--- src/rtl/lsu_unit.sv ---
// RV32I load/store unit: drives a req/gnt/rvalid data bus from the latched ALU address and returns extended load data.
// Latency: store 2 cycles, load 3 cycles, error 1 cycle; o_stall holds the core until the single-cycle o_done pulse.
module lsu_unit #(
  parameter int unsigned TIMEOUT_CYCLES = 16
) (
  input  logic        i_clk,
  input  logic        i_rst_n,
  input  logic        i_lsu_valid,
  input  logic        i_lsu_we,
  input  logic [2:0]  i_funct3,
  input  logic [31:0] i_addr,
  input  logic [31:0] i_st_data,
  output logic        o_stall,
  output logic        o_done,
  output logic [31:0] o_ld_data,
  output logic        o_err,
  output logic        o_mem_req,
  output logic        o_mem_we,
  output logic [31:0] o_mem_addr,
  output logic [31:0] o_mem_wdata,
  output logic [3:0]  o_mem_bmask,
  input  logic        i_mem_gnt,
  input  logic        i_mem_rvalid,
  input  logic [31:0] i_mem_rdata
);

  typedef enum logic [1:0] {S_IDLE, S_REQ, S_WAIT, S_DONE} state_t;

  typedef struct packed {
    logic        we;
    logic [2:0]  funct3;
    logic [31:0] addr;
    logic [31:0] st_data;
  } lsu_req_t;

  // DONE is the last budgeted cycle, so the REQ/WAIT phase gives up two counts early.
  localparam logic [7:0] TO_LAST = 8'(TIMEOUT_CYCLES - 2);

  state_t      state_q, state_d;
  lsu_req_t    req_q;
  logic [7:0]  cnt_q, cnt_d;
  logic        err_q, err_d;
  logic [31:0] ld_data_q, ld_data_d;
  logic        capture;
  logic        acc_legal, acc_misal, timeout_hit;
  logic [1:0]  off;
  logic [31:0] rdata_sh;
  logic [7:0]  ld_byte;
  logic [15:0] ld_half;
  logic [31:0] ld_ext;

  // Acceptance-time decode of the incoming instruction.
  always_comb begin
    acc_legal = 1'b0;
    case (i_funct3)
      3'b000, 3'b001, 3'b010: acc_legal = 1'b1;
      3'b100, 3'b101:         acc_legal = ~i_lsu_we;
      default:                acc_legal = 1'b0;
    endcase
    acc_misal = ((i_funct3[1:0] == 2'b01) & i_addr[0]) |
                ((i_funct3[1:0] == 2'b10) & (|i_addr[1:0]));
  end

  assign off      = req_q.addr[1:0];
  assign rdata_sh = i_mem_rdata >> {off, 3'b000};
  assign ld_byte  = rdata_sh[7:0];
  assign ld_half  = off[1] ? i_mem_rdata[31:16] : i_mem_rdata[15:0];

  always_comb begin
    ld_ext = i_mem_rdata;
    case (req_q.funct3)
      3'b000:  ld_ext = {{24{ld_byte[7]}}, ld_byte};
      3'b001:  ld_ext = {{16{ld_half[15]}}, ld_half};
      3'b100:  ld_ext = {24'h0, ld_byte};
      3'b101:  ld_ext = {16'h0, ld_half};
      default: ld_ext = i_mem_rdata;
    endcase
  end

  assign timeout_hit = (cnt_q >= TO_LAST);

  always_comb begin
    state_d   = state_q;
    cnt_d     = cnt_q;
    err_d     = err_q;
    ld_data_d = ld_data_q;
    capture   = 1'b0;
    case (state_q)
      S_IDLE: begin
        if (i_lsu_valid) begin
          capture = 1'b1;
          cnt_d   = 8'd0;
          if (!acc_legal || acc_misal) begin
            state_d   = S_DONE;
            err_d     = 1'b1;
            ld_data_d = 32'h0;
          end else begin
            state_d = S_REQ;
            err_d   = 1'b0;
          end
        end
      end
      S_REQ: begin
        cnt_d = cnt_q + 8'd1;
        // A grant on the expiry cycle still wins over the timeout.
        if (i_mem_gnt) begin
          state_d = req_q.we ? S_DONE : S_WAIT;
        end else if (timeout_hit) begin
          state_d   = S_DONE;
          err_d     = 1'b1;
          ld_data_d = 32'h0;
        end
      end
      S_WAIT: begin
        cnt_d = cnt_q + 8'd1;
        if (i_mem_rvalid) begin
          state_d   = S_DONE;
          ld_data_d = ld_ext;
        end else if (timeout_hit) begin
          state_d   = S_DONE;
          err_d     = 1'b1;
          ld_data_d = 32'h0;
        end
      end
      S_DONE: begin
        state_d = S_IDLE;
      end
      default: begin
        state_d = S_IDLE;
      end
    endcase
  end

  always_ff @(posedge i_clk or negedge i_rst_n) begin
    if (!i_rst_n) begin
      state_q   <= S_IDLE;
      req_q     <= '0;
      cnt_q     <= 8'd0;
      err_q     <= 1'b0;
      ld_data_q <= 32'h0;
    end else begin
      state_q   <= state_d;
      cnt_q     <= cnt_d;
      err_q     <= err_d;
      ld_data_q <= ld_data_d;
      if (capture) begin
        req_q <= '{we: i_lsu_we, funct3: i_funct3, addr: i_addr, st_data: i_st_data};
      end
    end
  end

  // Stall is gated by reset so every output reads 0 while reset is held.
  assign o_stall    = i_rst_n & i_lsu_valid & (state_q != S_DONE);
  assign o_done     = (state_q == S_DONE);
  assign o_err      = o_done & err_q;
  assign o_ld_data  = ld_data_q;
  assign o_mem_req  = (state_q == S_REQ);
  assign o_mem_we   = req_q.we;
  assign o_mem_addr = {req_q.addr[31:2], 2'b00};

  always_comb begin
    o_mem_wdata = req_q.st_data;
    o_mem_bmask = 4'b0000;
    case (req_q.funct3[1:0])
      2'b00:   o_mem_wdata = {4{req_q.st_data[7:0]}};
      2'b01:   o_mem_wdata = {2{req_q.st_data[15:0]}};
      default: o_mem_wdata = req_q.st_data;
    endcase
    if (req_q.we) begin
      case (req_q.funct3[1:0])
        2'b00:   o_mem_bmask = 4'b0001 << off;
        2'b01:   o_mem_bmask = 4'b0011 << off;
        default: o_mem_bmask = 4'b1111;
      endcase
    end
  end

endmodule

--- config.mk ---
export PLATFORM = sky130hd
export DESIGN_NAME = lsu_unit
export DESIGN_NICKNAME = d
export VERILOG_FILES = /design/src/rtl/lsu_unit.sv
export SDC_FILE = /design/constraint.sdc
export NUM_CORES = 1
export LEC_CHECK = 0
export ABC_AREA = 0
export CORE_ASPECT_RATIO = 0.6
export CORE_MARGIN = 2
export CORE_UTILIZATION = 40
export CTS_BUF_LIST = sky130_fd_sc_hd__clkbuf_2
export DETAILED_ROUTE_END_ITERATION = 7
export PLACE_DENSITY = 0.84
export SLEW_MARGIN = 20
export SYNTH_ARGS = -nofsm -noshare
export SYNTH_HDL_FRONTEND = slang
export SYNTH_SLANG_ARGS = --single-unit
--- constraint.sdc ---
create_clock -name i_clk -period 3.1 [get_ports i_clk]
set_clock_uncertainty 0.1 [all_clocks]
set_input_delay 0.775 -clock i_clk [delete_from_list [all_inputs] [get_ports i_clk]]
set_output_delay 0.775 -clock i_clk [all_outputs]
set_load 0.02 [all_outputs]
## After elaboration in Yosys (flattened, before gate mapping)

Cells that the tools add are included.

| cells by class | value |
|---|---|
| add/sub/neg operators | 1 |
| magnitude comparators | 1 |
| equality and inequality tests | 18 |
| shift-type cells | 3 |
| muxes and demuxes | 29 |
| bitwise logic cells | 7 |
| reductions and logical operators | 15 |

Operators with widths:

| kind | count |
|---|---|
| $mux W32 | 5 |
| $pmux W32 S4 | 1 |
| $pmux W32 S3 | 1 |
| $pmux W32 S2 | 1 |
| $shr A32 B5 Y8 | 1 |
| $mux W16 | 1 |
| $pmux W8 S2 | 1 |
| $eq A3 B3 Y1 const B | 4 |
| $mux W2 | 5 |
| $ne A2 B2 Y1 const B | 5 |
| $add A8 B1 Y8 const B | 1 |
| $ge A8 B4 Y1 const B | 1 |
| $mux W1 | 8 |
| $mux W8 | 1 |
| $pmux W2 S4 | 1 |
| $pmux W4 S2 | 1 |
| $reduce_and A4 Y1 | 2 |
| $eq A2 B1 Y1 const B | 3 |
| $eq A2 B2 Y1 const B | 3 |
| $eq A3 B1 Y1 const B | 2 |
| $logic_not A3 Y1 | 2 |
| $reduce_or A2 Y1 | 3 |
| $and A1 B1 Y1 | 5 |
| $logic_not A2 Y1 | 2 |
| other kinds (14) | 14 |

| storage, ports and cells | value |
|---|---|
| bits in registers | 111 |
| bits of input ports | 105 |
| output and inout bits | 105 |
| word-level logic and storage cells | 82 |

## Longest topological paths before layout

Gate-level depths: netlist (run 1).

| depth | value |
|---|---|
| word-level depth | 8 |
| depth in mapped cells | 8 |
| depth with buffers taken out | 6 |

## Worst setup path after synthesis (run 1)

Ideal clock, no wire load.

| timing | value |
|---|---|
| path type | register to output |
| start point | reg req_q[65] (netlist name) |
| end point | out o_mem_wdata[24] |
| arrival time | 1.412 ns |
| required time | 2.225 ns |
| path slack | 0.813 ns |
| cell stages (with the launch flop) | 5 |
| cell sequence | dfrtp_1 > buf_2 > buf_1 > clkbuf_1 > o21ai_0 |

| between the ends | value |
|---|---|
| cells in the longest elaborated chain, start to end | 2 |
| elaborated cells on any way between the ends | 3 |
| classes of those cells | 1 x eq/ne; 1 x mux; 1 x reduce/logical |

Ends and longest elaborated chain:

| element | RTL line | RTL |
|---|---|---|
| start, declared | 40 | `lsu_req_t req_q;` |
| start signal, assigned | 147 | `req_q <= '{we: i_lsu_we, funct3: i_funct3, addr: i_addr, st_data: i_st_data};` |
| $eq A2 B1 Y1 / $logic_not A2 Y1 (equally long branches) | 164 | `case (req_q.funct3[1:0])` |
| $pmux W32 S2 * | 164 |  |
| end, declared | 20 | `output logic [31:0] o_mem_wdata,` |

Every way passes the cells marked *; elsewhere a longest branch is shown, timed or not.

## Worst setup path after layout (run 1)

| timing | value |
|---|---|
| start point | reg req_q[65] (netlist name) |
| end point | out o_mem_wdata[8] |

Same word-level chain as after synthesis.

==> results_dict.tcl, run 1 <==
set metrics [dict create \
    status "finished, final reports clean" \
    port_buffers 207 \
    ys_types 55 \
    viasPerCell 5.32 \
    reg2reg_from "state_q[0]" \
    final_hold_viol_count 0 \
    fillCellCount 1258 \
    synth_edf_count 0 \
    dpl_cell_area_mm2 0.00782 \
    critPathLaunchType "flip-flop" \
    synthArstFlopShare 1.00 \
    yosysWarnings 0 \
    r2r-end "o_ld_data[3]" \
    synth.area.top_cells "dfrtp_1 47%, mux2_2 16%, buf_4 6.1%, a32o_1 5.3%, mux2i_1 3.2%" \
    rows 34 \
    worstPathRequired_ps 2220 \
    p_leak_nw 3.40 \
    swShare 0.443 \
    setup-tns-final_ps 0 \
    synth_ff_type "dfrtp_1" \
    crit_chain "buf_4, nor2_4, buf_12, mux2_2, clkdlybuf4s15_1" \
    vias 4598 \
    die_h_um 98.0 \
    utilization 0.554 \
    clk_pin_slew_ps 300 \
    drt-pass1-iter-count 5 \
    r2r_setup_slack_ps 540 \
    share_clk_of_total_power 0.079 \
    ios 210 \
    report.final.slew_viol_count 0 \
    die-area_mm2 0.0158 \
    wl_per_cell_um 18.7 \
    layout.nets 773 \
    p_per_area_mw_per_mm2 1100 \
    postSynthAreaPerCell_um2 11.9 \
    grt_start_max_net_pins 70 \
    grt_overflow_total 0 \
    wl_um 16200 \
    grt_use_met3 0.0765 \
    max-cap-violations 0 \
    drive_gt1_frac 0.217 \
    cp.arrival_ps 2080 \
    path_class "reg2out" \
    crit_slowest_cell "dfrtp_2" \
    critical-path-top-delay-family "buffers and inverters" \
    reg2reg_depth 8 \
    ys_seq_area_frac 0.471 \
    busiest_layer "met2" \
    finalCritPeriodShare 0.953 \
    worst_pin_slew_ps 895 \
    comb_power_share 0.619 \
    crit_start "req_q[65]" \
    peakVddDrop_mv 0.565 \
    setup_viol 0 \
    tritoncts "done" \
    slew_headroom 0.403 \
    drc_errors 0 \
    synth_top_area_share 0.471 \
    critPathMaxFanout 8 \
    fin_crit_ps 2950 \
    hold_class "in2async" \
    grt_util_met1 0.271 \
    met2_usage 0.329 \
    cp_slowest_stage_delay_ps 500 \
    max_freq_mhz 339 \
    antenna_found_initial 0 \
    area_delta_synth_final_pct 35.8 \
    clkLatencyLatePin_ps 600 \
    detail-route-antenna-nets 0 \
    core-area_mm2 0.0145 \
    power.switching_w 0.00390 \
    grt_usage 0.204 \
    fin_area_mm2 0.00801 \
    yosysTopAreaCell "dfrtp_1" \
    gp_congestion 0.825 \
    cts_hold_buf 0 \
    cts_root_buf "clkbuf_2" \
    drt_iter0_drc 210 \
    die_w_um 161 \
    numCtsBuffers 9 \
    p_int_w 0.00492 \
    dpl.hpwl_um 11800 \
    endpoint_kind "output pin" \
    grt_pass1_wl_um 25600 \
    power_frac_seq 0.302 \
    initial_utilization 0.408 \
    clock_sinks 111 \
    cts_buffer_depth 2 \
    ys_ff_latch 111 \
    diodes 0 \
    synth_cells 496 \
    path_buf_inv 3 \
    syn_area_mm2 0.00590 \
    htreeDepth 3 \
    grt_pass1_vias 4769 \
]
cell families (layout without fill, tap and decap cells):
family,count (synthesis),in the layout,share of synthesized area
buffers and inverters,78,248,0.0881
DFF,111,111,0.471
AOI/OAI and AO/OA,86,86,0.116
adders and majority gates,6,6,0.0127
muxes,106,106,0.201
xor gates and xnor gates,5,5,0.00743
other,1,2,0.000636
and+or+nand+nor,103,103,0.104
cell type report:
cell class | instances | area (µm²) | share of cell area
clock buffer | 11 | 55.1 | 0.00687
tap | 198 | 248 | 0.0309
clock inverter | 5 | 63.8 | 0.00797
multi-input combinational | 308 | 2620 | 0.327
timing repair buffer | 224 | 2220 | 0.277
inverter | 8 | 31.3 | 0.00391
sequential | 111 | 2780 | 0.347
cells in the mapped netlist, drive strengths merged, types with 2 or more instances:
master / number
nand3: 3
nand2b: 25
o211ai: 10
xor2: 3
clkbuf: 4
or3: 8
nor2: 15
buf: 66
o21ai: 15
xnor2: 2
nor4b: 3
nor2b: 2
nand2: 27
a32o: 31
a21boi: 2
a21o: 8
inv: 6
ha: 6
mux2i: 20
nand4: 6
a21oi: 9
mux2: 85
clkinv: 2
nor4: 2
or2: 7
o21a: 5
dfrtp: 111
per-stage QoR:
| step | std cells | setup WS [ps] | hold slack (ps) | power, W |
|---|---|---|---|---|
| final | 865 | 147 | 96.0 | 0.00882 |
| after global routing | 865 | -3.04 | 41.5 | 0.00936 |
| after CTS | 860 | -46.0 | 53.7 | 0.00884 |
| after detailed placement | 842 | -56.9 | 376 | 0.00821 |
| after global placement | 842 | 97.7 | 374 | 0.00804 |
| after floorplan | 497 | 813 | 370 | 0.00628 |
sequential cells by signal, summed over array words and instances, names as in the netlist:
register and flops:
o_mem_we 1, o_ld_data 32, o_mem_addr 30, req_q 35, err_q 1, off 2, state_q 2, cnt_q 8
metal layers:
layer,vias up,wire length [µm]
li1,2086,-
met1,2293,7080
met2,207,7600
met3,12,1420
met4,0,108
met5,-,0
worst max-delay path by stage:
stage / to / slack [ps] / depth (start not counted)
after floorplan: o_mem_wdata[24] / 810 / 4
after global placement: o_ld_data[3] / 100 / 5
after detailed placement: o_ld_data[30] / -60 / 5
after CTS: o_mem_wdata[18] / -50 / 3
after global routing: o_mem_wdata[8] / -3 / 5
final: o_mem_wdata[8] / 150 / 5
power groups by stage:
stage / clock network [W] / registers (W) / logic [W]
after floorplan: 0 / 0.00275 / 0.00353
after global routing: 0.000787 / 0.00276 / 0.00581
after CTS: 0.000733 / 0.00267 / 0.00544
after global placement: 0 / 0.00264 / 0.00540
after detailed placement: 0 / 0.00269 / 0.00552
final: 0.000701 / 0.00266 / 0.00546
cells in the final DEF (no fill, tap or decap), drive strengths merged, types with 2 or more instances in the layout:
cell / synthesis / layout
nand4: 6 / 6
a21o: 8 / 8
nand2b: 25 / 25
o211ai: 10 / 10
nor2b: 2 / 2
a32o: 31 / 31
inv: 6 / 8
clkdlybuf4s50: 0 / 177
nor2: 15 / 15
nand2: 27 / 27
conb: 1 / 2
dlygate4sd2: 0 / 17
a21boi: 2 / 2
nand3: 3 / 3
a21oi: 9 / 9
clkbuf: 4 / 18
nor4b: 3 / 3
nor4: 2 / 2
mux2: 85 / 85
dfrtp: 111 / 111
or3: 8 / 8
o21ai: 15 / 15
clkinv: 2 / 3
xnor2: 2 / 2
ha: 6 / 6
mux2i: 20 / 20
or2: 7 / 7
buf: 66 / 18
dlymetal6s2s: 0 / 4
o21a: 5 / 5
xor2: 3 / 3
repair_timing:
| item | 4_1_cts | 5_1_grt |
|---|---|---|
| setup endpoints to repair | 29 | 5 |
| setup buffers | 2 | 4 |
| resized for setup | 33 | 22 |
| pin swaps | 1 | 0 |
Note: power is estimated with default switching activity, not from simulation.
==> inputs of run 2 (changes only) <==
--- a/config.mk
+++ b/config.mk
@@ -7,11 +7,12 @@
 export LEC_CHECK = 0
 export ABC_AREA = 0
 export CORE_ASPECT_RATIO = 0.6
-export CORE_MARGIN = 2
-export CORE_UTILIZATION = 40
+export CORE_MARGIN = 1.5
+export CORE_UTILIZATION = 45
 export CTS_BUF_LIST = sky130_fd_sc_hd__clkbuf_2
 export DETAILED_ROUTE_END_ITERATION = 7
-export PLACE_DENSITY = 0.84
+export MAX_ROUTING_LAYER = met4
+export PLACE_DENSITY = 0.91
 export SLEW_MARGIN = 20
 export SYNTH_ARGS = -nofsm -noshare
 export SYNTH_HDL_FRONTEND = slang
==> run 2 against run 1 <==
Net effect: power shrank 0.46%; clock-buffer cell count shrank 2; core utilization grew 6.9 points; flip-flop and latch count is the same; combinational power is essentially flat; sequential power is essentially flat; non-clock buffer count shrank 1.
==> results_dict.tcl, run 2 (same netlist as run 1, synthesis figures left out) <==
set metrics [dict create \
    max_freq_mhz 338 \
    finalCritPeriodShare 0.954 \
    layout.nets 772 \
    gp_congestion 0.888 \
    numCtsBuffers 9 \
    p_leak_nw 3.41 \
    viasPerCell 5.51 \
    drt_iter0_drc 310 \
    max-cap-violations 0 \
    p_per_area_mw_per_mm2 1100 \
    r2r_setup_slack_ps 620 \
    die_w_um 151 \
    mostFrequentLayoutCells "178 x clkdlybuf4s50_1, 109 x dfrtp_1, 85 x mux2_2, 31 x a32o_1, 25 x nand2b_1" \
    fillCellCount 997 \
    port_buffers 207 \
    status "finished, final reports clean" \
    drc_errors 0 \
    top_register "req_q" \
    critPathLaunchType "flip-flop" \
    die-area_mm2 0.0138 \
    area_delta_synth_final_pct 35.3 \
    met2_usage 0.395 \
    critPathMaxFanout 6 \
    final_hold_viol_count 0 \
    tritoncts "done" \
    vias 4606 \
    diodes 0 \
    grt_overflow_total 0 \
    cts_root_buf "clkbuf_2" \
    worst_pin_slew_ps 741 \
    cp.arrival_ps 2080 \
    grt_start_max_net_pins 60 \
    htreeDepth 3 \
    wl_per_cell_um 19.0 \
    grt_pass1_wl_um 25300 \
    cts_hold_buf 0 \
    worst_slack_ps 144 \
    path_class "reg2out" \
    clkLatencyLatePin_ps 560 \
    rows 32 \
    crit_start "req_q[65]" \
    fin_crit_ps 2960 \
    clock_sinks 111 \
    slew_headroom 0.506 \
    largest_register_ffs 35 \
    reg2reg_from "state_q[0]" \
    dpl.hpwl_um 11800 \
    clk_pin_slew_ps 300 \
    p_total_w 0.00878 \
    die_h_um 91.7 \
    grt_use_met3 0.0672 \
    busiest_layer "met2" \
    initial_utilization 0.460 \
    wl_um 15900 \
    post-place-ws_ps 4.08 \
    drive_gt1_frac 0.204 \
    ios 210 \
    peakVddDrop_mv 0.743 \
    cts_buffer_depth 2 \
    holdWs_ps 176 \
    worstPathRequired_ps 2220 \
    drt-pass1-iter-count 8 \
    antenna_found_initial 0 \
    grt_pass1_vias 4821 \
    hold_class "in2async" \
    core-area_mm2 0.0128 \
    report.final.slew_viol_count 0 \
    detail-route-antenna-nets 0 \
    endpoint_kind "output pin" \
    rsz0062_at_grt "no" \
    grt_usage 0.242 \
    final_common_cell "clkdlybuf4s50_1" \
    setup_viol 0 \
    grt_util_met1 0.304 \
]
==> run 2: layer usage <==
layer / vias to the layer above / wire length [µm]
met2: 205 / 7830
met3: 14 / 1260
met1: 2303 / 6670
met5: - / 0
li1: 2084 / -
met4: 0 / 144
==> run 2: path summary, 6_finish.rpt <==
check,end,cells past startpoint
hold reg to reg,o_ld_data[24],1
hold / removal,state_q[1],2
setup / recovery,o_mem_wdata[10],4
setup reg to reg,o_ld_data[6],8
min in group i_clk,o_ld_data[24],1
max in group asynchronous,req_q[18],3
==> run 2: through the flow <==
step / instances / utilization / area, µm² / setup TNS (ps)
after global routing: 836 / 0.623 / 7980 / 0
after detailed placement: 815 / 0.609 / 7800 / 0
after floorplan: 497 / - / 5900 / 0
final: 836 / 0.623 / 7980 / 0
after CTS: 833 / 0.618 / 7920 / -80.2
after global placement: 815 / 0.609 / 7800 / 0
==> run 2: power by group <==
group	switching (W)	internal (W)	total, W
logic	0.00287	0.00261	0.00548
clock network	0.000504	0.000120	0.000624
registers	0.000539	0.00213	0.00267
==> run 2: repair_timing <==
action,in CTS,in global routing
setup buffers,1,2
endpoints found under the setup margin,27,14
endpoints found under the hold margin,0,0
cloned,1,0
gates resized for setup,23,11
==> run 2: worst max-delay path, stage by stage, from the launching register on <==
cell and delay, ps:
dfrtp_2 520, nor2_4 170, buf_6 150, mux2_2 340
dlygate4sd2_1 320
==> run 2: area by class of cell <==
cell class,count,area (µm²),share of cell area
clock buffers,9,45.0,0.00565
clock inverters,7,52.6,0.00659
inverters,8,30.0,0.00376
multi-input cells,308,2610,0.328
flip-flops and latches,111,2780,0.349
well taps,170,213,0.0267
repair buffers,223,2240,0.281
